--- config.mk ---
export PLATFORM = sky130hd
export DESIGN_NAME = ycr_arb_resp
export DESIGN_NICKNAME = d
export VERILOG_FILES = /design/src/rtl/ycr_arb_pkg.sv /design/src/rtl/ycr_id_fifo.sv /design/src/rtl/ycr_arb_resp.sv
export SDC_FILE = /design/constraint.sdc
export NUM_CORES = 1
export LEC_CHECK = 0
export BUFFER_PORTS_ARGS = -buffer_cell sky130_fd_sc_hd__buf_2
export CORE_MARGIN = 2
export CORE_UTILIZATION = 41
export DETAILED_ROUTE_END_ITERATION = 16
export PLACE_DENSITY = 0.68
export REMOVE_ABC_BUFFERS = 1
export SYNTH_ARGS = -nofsm -noshare
export SYNTH_HDL_FRONTEND = slang
export SYNTH_SLANG_ARGS = --single-unit
--- constraint.sdc ---
create_clock -name clk -period 3.95 [get_ports clk]
set_input_delay 0.395 -clock clk [delete_from_list [all_inputs] [get_ports clk]]
set_output_delay 0.395 -clock clk [all_outputs]
set_load 0.01 [all_outputs]
--- src/rtl/ycr_arb_pkg.sv ---
// rtl/ycr_arb_pkg.sv - shared types and constants for the core-interface arbiter and its response path
package ycr_arb_pkg;

  localparam int         N_REQ  = 8;
  localparam int         ID_W   = 3;
  localparam logic [3:0] GRANTX = 4'hF;

  typedef logic [ID_W-1:0] req_id_t;

  typedef enum logic [1:0] {
    FSM_GRANT    = 2'd0,
    WAIT_REQ_ACK = 2'd1,
    WAIT_LACK    = 2'd2
  } arb_fsm_t;

endpackage

--- src/rtl/ycr_id_fifo.sv ---
// rtl/ycr_id_fifo.sv - in-order queue of granted requester IDs awaiting their response
module ycr_id_fifo
  import ycr_arb_pkg::*;
#(
  parameter int DEPTH = 4,
  parameter int AW    = $clog2(DEPTH),
  parameter int CW    = AW + 1
) (
  input  logic          clk,
  input  logic          rstn,
  input  logic          push,
  input  req_id_t       din,
  input  logic          pop,
  output req_id_t       dout,
  output logic          full,
  output logic          empty,
  output logic [CW-1:0] count
);

  req_id_t       mem_q [DEPTH];
  logic [CW-1:0] wr_q, wr_d;
  logic [CW-1:0] rd_q, rd_d;
  logic [CW-1:0] cnt_q;
  logic          full_q;
  logic          push_ok, pop_ok;

  // A push into a full queue is allowed only when a pop frees the head slot this cycle
  assign pop_ok  = pop & (cnt_q != '0);
  assign push_ok = push & (~full_q | pop_ok);

  always_comb begin
    wr_d = wr_q;
    rd_d = rd_q;
    if (push_ok) wr_d = wr_q + CW'(1);
    if (pop_ok)  rd_d = rd_q + CW'(1);
  end

  always_ff @(posedge clk) begin
    if (!rstn) begin
      wr_q   <= '0;
      rd_q   <= '0;
      cnt_q  <= '0;
      full_q <= 1'b0;
    end else begin
      wr_q   <= wr_d;
      rd_q   <= rd_d;
      cnt_q  <= wr_d - rd_d;
      full_q <= ((wr_d - rd_d) == CW'(DEPTH));
    end
  end

  always_ff @(posedge clk) begin
    if (push_ok) mem_q[wr_q[AW-1:0]] <= din;
  end

  assign dout  = mem_q[rd_q[AW-1:0]];
  assign full  = full_q;
  assign empty = (cnt_q == '0);
  assign count = cnt_q;

endmodule

--- src/rtl/ycr_arb_resp.sv ---
// rtl/ycr_arb_resp.sv - routes downstream responses back to the requester that owns each command
module ycr_arb_resp #(
  parameter int N_REQ = 8,
  parameter int DW    = 32,
  parameter int DEPTH = 4
) (
  input  logic                     clk,
  input  logic                     rstn,
  input  logic [3:0]               gnt,
  input  logic                     req_ack,
  input  logic                     resp_valid,
  input  logic [DW-1:0]            resp_rdata,
  input  logic                     resp_err,
  output logic                     cmd_full,
  output logic [N_REQ-1:0]         core_ack,
  output logic [DW-1:0]            core_rdata,
  output logic                     core_err,
  output logic                     lack,
  output logic [$clog2(DEPTH):0]   outstanding,
  output logic                     err_ovf,
  output logic                     err_orphan,
  output logic                     err_nogrant
);
  import ycr_arb_pkg::*;

  localparam int CW = $clog2(DEPTH) + 1;

  logic          push_req, push, pop;
  logic          q_full, q_empty;
  req_id_t       head_id;
  logic [CW-1:0] q_count;

  logic          valid_q;
  req_id_t       id_q;
  logic [DW-1:0] rdata_q;
  logic          rerr_q;
  logic          ovf_q, orphan_q, nogrant_q;

  // gnt[3] covers GRANTX as well as any other out-of-range grant code
  assign push_req = req_ack & ~gnt[3];
  assign pop      = resp_valid & ~q_empty;
  assign push     = push_req & (~q_full | pop);

  ycr_id_fifo #(.DEPTH(DEPTH)) u_id_fifo (
    .clk   (clk),
    .rstn  (rstn),
    .push  (push),
    .din   (gnt[ID_W-1:0]),
    .pop   (pop),
    .dout  (head_id),
    .full  (q_full),
    .empty (q_empty),
    .count (q_count)
  );

  always_ff @(posedge clk) begin
    if (!rstn) begin
      valid_q   <= 1'b0;
      id_q      <= '0;
      rdata_q   <= '0;
      rerr_q    <= 1'b0;
      ovf_q     <= 1'b0;
      orphan_q  <= 1'b0;
      nogrant_q <= 1'b0;
    end else begin
      valid_q <= pop;
      if (pop) begin
        id_q    <= head_id;
        rdata_q <= resp_rdata;
        rerr_q  <= resp_err;
      end
      ovf_q     <= ovf_q | (push_req & q_full & ~pop);
      orphan_q  <= orphan_q | (resp_valid & q_empty);
      nogrant_q <= nogrant_q | (req_ack & gnt[3]);
    end
  end

  always_comb begin
    core_ack = '0;
    if (valid_q) core_ack[id_q] = 1'b1;
  end

  assign core_rdata  = rdata_q;
  assign core_err    = rerr_q;
  assign lack        = valid_q;
  assign cmd_full    = q_full;
  assign outstanding = q_count;
  assign err_ovf     = ovf_q;
  assign err_orphan  = orphan_q;
  assign err_nogrant = nogrant_q;

endmodule
Yosys cells after proc, flatten, opt, wreduce, memory -nomap -nowiden. Memories as Yosys holds them, arrays and structs flattened. A register that Yosys moved wholly into a read port is not among the register bits. Index checks and enable logic that the tools add are counted.

Logic and storage cells: 46. Memory bits (writable): 12. Input bits: 41. Output and inout port bits: 49. Latch bits: 0. Memory bits (read-only): 0. Flip-flop bits (word level): 47. Memories: 1.

Div/mod/pow operators: 0. Magnitude comparators: 2. Reductions and logical operators: 4. Shift-type cells: 0. Multiply operators: 0. $add $sub $neg: 3. Muxes and demuxes: 7. Eq/ne operators: 1. Bitwise logic cells: 18.

Memory list: u_id_fifo.mem_q (words 4, bits a word 3, rd ports 1, clocked after Yosys merged registers in 1, wr ports 1, line ycr_id_fifo.sv:20) `req_id_t mem_q [DEPTH];`.

Operator list (number): $and 1x1->1 (9); $mux 8 (1); $add 3x1->3 const B (2); $mux 3 (2); $or 1x1->1 (5); $lt 3x4->1 const B (1); $not 1->1 (4); $demux 1 s3 (1); $eq 3x3->1 const B (1); $ge 3x1->1 const B (1); $logic_not 3->1 (1); $mux 1 (3); $reduce_bool 3->1 (1); $sub 3x3->3 (1); $logic_and 1x1->1 (1); $logic_not 1->1 (1).

Longest topological paths before layout. Gate-level depths: netlist (run 1).

Word-level depth: 9. Gate-level depth with buffers: 9.

By module. A second synthesis (run 1) with hierarchy kept.

Cell total of the unflattened synthesis: 249. Area, all modules: 2630.0 sq um.

By module, submodules not included: ycr_arb_resp (cells an instance 184, area an instance 1620.3 sq um, instances 1); ycr_id_fifo (cells an instance 65, area an instance 1009.7 sq um, instances 1).

Worst setup path after synthesis (run 1). No wires, ideal clock.

Path type: register to register. Start point: register u_id_fifo.cnt_q[1], in the netlist u_id_fifo.count[1]. End point: register u_id_fifo.full_q, in the netlist u_id_fifo.full. Stages on the path, launching flop included: 10. Path slack: 1411 ps. Arrival time: 2422 ps. Library setup time: 116 ps. Buffers on the path: 0. Period minus slack after synthesis: 2539 ps. Path through: dfxtp_1 -> o31ai_2 -> a21oi_1 -> xnor2_1 -> ha_1 -> fa_1 -> xnor2_1 -> xnor3_1 -> xnor2_1 -> and4_1.

Cells in the longest elaborated chain, start to end: 9. Elaborated cells between the ends (all ways): 13. Classes of those cells: add/sub (1); eq/ne (1); mux (2); bitwise (7); reduce/logical (2).

Ends and longest elaborated chain: start, declared (line ycr_id_fifo.sv:23) `logic [CW-1:0] cnt_q;`; start signal, assigned (line ycr_id_fifo.sv:47) `cnt_q <= wr_d - rd_d;`; $logic_not 3->1 (line ycr_id_fifo.sv:58) `assign empty = (cnt_q == '0);`; $not 1->1 (line ycr_arb_resp.sv:41) `assign pop = resp_valid & ~q_empty;`; $and 1x1->1 (line ycr_arb_resp.sv:41); $or 1x1->1 / $and 1x1->1 (equally long branches) (line ycr_arb_resp.sv:42, ycr_id_fifo.sv:28); $and 1x1->1 / $or 1x1->1 (equally long branches) (line ycr_arb_resp.sv:42, ycr_id_fifo.sv:29); $and 1x1->1 (line ycr_id_fifo.sv:29) `assign push_ok = push & (~full_q | pop_ok);`; $mux 3 (line ycr_id_fifo.sv:34) `if (push_ok) wr_d = wr_q + CW'(1);`; $sub 3x3->3 * (line ycr_id_fifo.sv:48) `full_q <= ((wr_d - rd_d) == CW'(DEPTH));`; $eq 3x3->1 * (line ycr_id_fifo.sv:48); end signal, assigned (line ycr_id_fifo.sv:48); end, declared (line ycr_id_fifo.sv:24) `logic full_q;`.

Mark *: on every way between the ends. The rest lies on a longest branch, timed or not. A chain may end at the register's enable or synchronous reset.

Final worst setup path (run 1).
Start point: register u_id_fifo.cnt_q[1], in the netlist u_id_fifo.count[1]. End point: register u_id_fifo.full_q, in the netlist u_id_fifo.full.

Elaborated cells between the ends (all ways): 13. Classes of those cells: add/sub (1); eq/ne (1); mux (2); bitwise (7); reduce/logical (2).

RTL lines: $logic_not 3->1 (line ycr_id_fifo.sv:58); $not 1->1 (line ycr_arb_resp.sv:41); $and 1x1->1 (line ycr_arb_resp.sv:41); $and 1x1->1 * (line ycr_id_fifo.sv:28) `assign pop_ok = pop & (cnt_q != '0);`; $mux 3 * (line ycr_id_fifo.sv:35) `if (pop_ok) rd_d = rd_q + CW'(1);`; via u_id_fifo.rd_d[0] (line ycr_id_fifo.sv:22) `logic [CW-1:0] rd_q, rd_d;`; $sub 3x3->3 * (line ycr_id_fifo.sv:48); $eq 3x3->1 * (line ycr_id_fifo.sv:48).

The timed path passes the listed nets; every way through them passes the cells marked *.

==> results of run 1 <==
## path summary, 6_finish.rpt
kind | to
max reg2reg | u_id_fifo.full
max | u_id_fifo.full
min | u_id_fifo.mem_q[1][1]
min reg2reg | core_rdata[11]
## sequential cells by signal, indices dropped and copies added, names as in the netlist, 3 cells and up
register and flops:
core_rdata 32, u_id_fifo.mem_q 12, id_q 3, u_id_fifo.count 3
u_id_fifo.rd_q 3, u_id_fifo.wr_q 3
## Yosys cell counts
| cell type | instances |
|---|---|
| a211oi_2 | 1 |
| a21boi_1 | 36 |
| a21oi_1 | 3 |
| and2_1 | 9 |
| and4_1 | 1 |
| buf_2 | 4 |
| clkbuf_1 | 9 |
| dfxtp_1 | 50 |
| edfxtp_1 | 12 |
| fa_1 | 1 |
| ha_1 | 6 |
| inv_1 | 3 |
| mux2i_1 | 1 |
| mux4_2 | 3 |
| nand2_1 | 78 |
| nand2b_1 | 4 |
| nor2_1 | 7 |
| nor2b_1 | 6 |
| nor3_1 | 3 |
| o21a_1 | 1 |
| o311ai_4 | 1 |
| o31a_1 | 1 |
| o31ai_2 | 1 |
| xnor2_1 | 5 |
| xnor3_1 | 1 |
| xor2_1 | 1 |
## critical path: stages, from the launching register on
cell and delay, ps:
dfxtp_1 390, o31ai_4 280, buf_4 430, xnor2_1 160, ha_1 220, fa_1 380
xnor2_1 170, xnor3_1 250, xnor2_1 150, and4_1 220
## per-stage QoR
| step | hold slack, ps | total power, W | util | instance area [um^2] |
|---|---|---|---|---|
| floorplan | 443 | 0.00117 | - | 2430 |
| global placement | 439 | 0.00137 | 0.509 | 3000 |
| detailed placement | 444 | 0.00138 | 0.509 | 3000 |
| CTS | 275 | 0.00196 | 0.544 | 3200 |
| global route | 280 | 0.00207 | 0.544 | 3200 |
| finish | 289 | 0.00193 | 0.544 | 3200 |
## where the power goes
group / switching (W) / internal (W) / total [W]
logic: 0.000294 / 0.000226 / 0.000520
registers: 0.0000852 / 0.000752 / 0.000837
clock network: 0.000226 / 0.000348 / 0.000574
## cell families (layout without fill, tap and decap cells)
kind of cell | after synthesis | in the layout | synth area share
AO/OA/AOI/OAI | 44 | 44 | 0.142
XOR/XNOR | 7 | 7 | 0.0302
adder cells (fa/ha/maj) | 7 | 7 | 0.0382
buffers and inverters | 16 | 110 | 0.0261
flip-flops | 62 | 62 | 0.547
multiplexers | 4 | 4 | 0.0312
AND/OR/NAND/NOR | 108 | 108 | 0.186
## cell type report
cell class                 count  area (um^2)
tap                           75         93.8
timing repair buffer          91          460
clock buffer                  10          128
inverter                       3         11.3
sequential                    62         1360
multi-input combinational    170         1070
fill                         552         2680
clock inverter                 6         76.3
## routing by layer
metal  track usage  up-vias
li1              -      996
met1         0.203      862
met2         0.244       67
met3        0.0495        8
met4        0.0850        0
met5             0        -
==> flow_summary.toml, run 1 <==
[critical_path]
r2r-start = "u_id_fifo.count[1]"
cp-end-kind = "flip-flop"
startpoint = "u_id_fifo.count[1]"
critPathKind = "reg -> reg"
reg2reg_slack_ps = 1190
ff2ff_path_depth = 9
worstPathArrival_ps = 2970
path_max_fanout = 40
crit_required_ps = 4170
cp-start-kind = "flip-flop"

[timing]
fin_setup_tns_ps = 0
hold_viol_final = 0
tightest_slew_ps = 702
setup_violations = 0
timing.final.crit_share = 0.698
slew_headroom = 0.532
slew_viol_final = 0
max_clock_freq_mhz = 363
clock_skew_ps = 4.89
period_minus_slack_ps = 2760
rsz0062_at_grt = "no"
layout_setup_ws_ps = 1190

[clock_tree]
post_cts_buffers = 0
cts_tree = "built"
cts-root-buf = "clkbuf_8"
htree_levels = 3
cts_sinks = 62
cts_resized = 0
clk-insertion-delay-late_ps = 320
path_clk_slew_ps = 70
holdBufCountCts = 0
cts_made_buffers = 9
cts.path.max_buffers = 2

[cells_and_area]
layout_common_cells = "89 x buf_2, 78 x nand2_1, 50 x dfxtp_1"
layout.nets = 385
final_common_cell = "buf_2"
antenna_cells = 0
stdcell_count = 417
area_delta_synth_final_pct = 28.7
drive_gt1_frac = 0.319

[power_and_ir_drop]
p_leak_nw = 1.41
ir_drop_v = 0.000430
power_per_cell_area_nw_per_um2 = 603

[placement]
dpl.hpwl_um = 3310
place_ws_ps = 1220
place_congestion = 0.706
dp.cells = 401
port_buffers = 89

[synth]
synth_area_leaders = "dfxtp_1 40%, edfxtp_1 14%, nand2_1 12%"
synth_largest_area_cell = "dfxtp_1"
syn_area_um2 = 2490
yosysSeqAreaShare = 0.547
yosys_warnings = 0
syn_area_per_cell_um2 = 10.0
ys_ff_latch = 62
syn_inst = 248
synth_top_area_share = 0.402
ys_types = 26

[routing]
drt_iter0_drc = 69
wl_um = 4920
drc = 0
met3_length_um = 366
wl_met2_um = 2170
wl_per_cell_um = 11.8
ant_nets = 0
drtPass1Iterations = 4
vias = 1933
drt-vias-per-instance = 4.64
highest_layer = "met4"
wirelength_met1_um = 2290

[hold_path]
hp-start = "gnt[1]"
whs_path_depth = 1
hold_path.class = "in -> reg"

[floorplan]
start_util = 0.423
fp.dieArea_um2 = 6710
num_io_pins = 90
die_h_um = 81.9
dieWidth_um = 81.9
core_um2 = 5890
rows = 28

[grt]
grt_pass1_vias = 1802
antenna_found_initial = 0
grt_pass1_wl_um = 8020
grt.overflow.total = 0
grt_usage = 0.160
grt_max_degree = 51

[flow_run]
timing.max_cap.violations = 0

[run_status]
status = "completed"
Note: power is estimated with default switching activity, not from simulation.
==> run 2: changes to the inputs <==
PLACE_DENSITY = 0.71   (was 0.68)
clock period = 2.2 ns   (was 3.95 ns; I/O delays follow)
==> flow_summary.toml, run 2 (synthesis results as in run 1) <==
[clock_tree]
cts_made_buffers = 9
cts-root-buf = "clkbuf_8"
holdBufCountCts = 0
path_clk_slew_ps = 70
clk-insertion-delay-late_ps = 330
cts_tree = "built"
cts.path.max_buffers = 2
htree_levels = 3
cts_sinks = 62

[routing]
drc = 0
wl_um = 5210
drt_iter0_drc = 64
vias = 1978
ant_nets = 0
drtPass1Iterations = 4
drt-vias-per-instance = 4.59
wl_per_cell_um = 12.1

[floorplan]
die_h_um = 81.9
num_io_pins = 90
fp.dieArea_um2 = 6710
dieWidth_um = 81.9
start_util = 0.423
rows = 28
core_um2 = 5890

[timing]
clock_skew_ps = 9.47
slew_viol_final = 0
layout_setup_ws_ps = -85.2
period_minus_slack_ps = 2290
rsz0062_at_grt = "yes"
tightest_slew_ps = 709
setup_violations = 2
timing.final.crit_share = 1.04
max_clock_freq_mhz = 438
slew_headroom = 0.527
hold_viol_final = 0

[hold_path]
whs_path_depth = 1
hp-start = "gnt[0]"
whs_endpoint = "u_id_fifo.mem_q[0][0]"
hold_path.class = "in -> reg"

[grt]
grt_pass1_vias = 1811
grt_max_degree = 51
grt.overflow.total = 0
grt_pass1_wl_um = 8210
grt_usage = 0.164
antenna_found_initial = 0

[flow_run]
timing.max_cap.violations = 0

[critical_path]
critPathKind = "reg -> reg"
ff2ff_path_depth = 9
path_cells = "o31ai_4 > a21oi_2 > buf_4 > mux2i_2 > fa_2 > xnor2_2 > xnor3_1 > xnor2_1 > and4_1"
r2r-start = "u_id_fifo.count[1]"
worstPathArrival_ps = 2560
r2r_end = "u_id_fifo.full"
reg2reg_slack_ps = -90
crit_slowest_cell = "fa_2"
critPathBufInv = 1
cp_slowest_stage_delay_ps = 410
cp-start-kind = "flip-flop"
crit_family = "XOR/XNOR gates"
path_max_fanout = 2
crit_required_ps = 2480
cp-end-kind = "flip-flop"

[power_and_ir_drop]
p_seq_frac = 0.424
p_comb_frac = 0.318
power.internal_w = 0.00232
p_leak_nw = 1.48
switching_share = 0.328
clkPwrFrac = 0.258
power_per_cell_area_nw_per_um2 = 1040
p_sw_w = 0.00113
ir_drop_v = 0.000803

[cells_and_area]
largest_reg_flops = 32
final_common_cell = "buf_2"
antenna_cells = 0
layout.nets = 399
area_delta_synth_final_pct = 33.0
layout_common_cells = "89 x buf_2, 78 x nand2_1, 48 x dfxtp_1"
stdcell_count = 431
drive_gt1_frac = 0.374

[run_status]
status = "finished with violations"
failed_checks = "negative setup slack"

[placement]
dpl.hpwl_um = 3560
dp.cells = 414
place_congestion = 0.723
port_buffers = 89
place_ws_ps = -128
-- run 2: layer usage --
layer / track usage / vias to the layer above / wire length [um]
met1: 0.188 / 886 / 2310
li1: - / 1022 / -
met3: 0.0571 / 10 / 369
met4: 0.0850 / 0 / 106
met2: 0.271 / 60 / 2420
met5: 0 / - / 0
-- run 2: worst max-delay path by stage --
stage                        from        endpoint  slack [ps]  depth (start not counted)
3_3_place_gp   u_id_fifo.count[1]  u_id_fifo.full         -90                          9
4_1_cts        u_id_fifo.count[2]  u_id_fifo.full        -100                          9
5_1_grt        u_id_fifo.count[1]  u_id_fifo.full        -200                          9
6_report       u_id_fifo.count[1]  u_id_fifo.full         -90                          9
2_1_floorplan  u_id_fifo.count[1]  u_id_fifo.full       -1710                          9
3_5_place_dp   u_id_fifo.count[1]  u_id_fifo.full        -130                          9
-- run 2: power groups by stage --
stage / clock [W] / combinational, W / sequential (W)
2_1_floorplan: 0 / 0.000514 / 0.00158
3_3_place_gp: 0 / 0.00104 / 0.00148
3_5_place_dp: 0 / 0.00106 / 0.00149
4_1_cts: 0.000915 / 0.00109 / 0.00147
5_1_grt: 0.000970 / 0.00123 / 0.00149
6_report: 0.000892 / 0.00110 / 0.00146
-- run 2: area by class of cell --
type,count,area (um^2)
clock buffer,12,156
clock inverter,4,20.0
fill,546,2580
inverter,3,11.3
multi-input combinational,170,1100
sequential,62,1360
tap,75,93.8
timing repair buffer,105,566
-- run 2: through the flow --
step | power, W | setup TNS, ps | cell area [um^2] | utilization | hold slack (ps)
finish | 0.00345 | -135 | 3310 | 0.562 | 118
global route | 0.00369 | -356 | 3310 | 0.562 | 110
CTS | 0.00347 | -145 | 3290 | 0.560 | 104
detailed placement | 0.00255 | -202 | 3100 | 0.526 | 442
global placement | 0.00252 | -149 | 3100 | 0.526 | 438
floorplan | 0.00209 | -14620 | 2430 | - | 319
-- run 2: repair_timing --
item / CTS / global route
resized for setup: 5 / 3
endpoints found under the setup margin: 2 / 2
pin swaps: 3 / 6
buffers inserted: 0 / 1
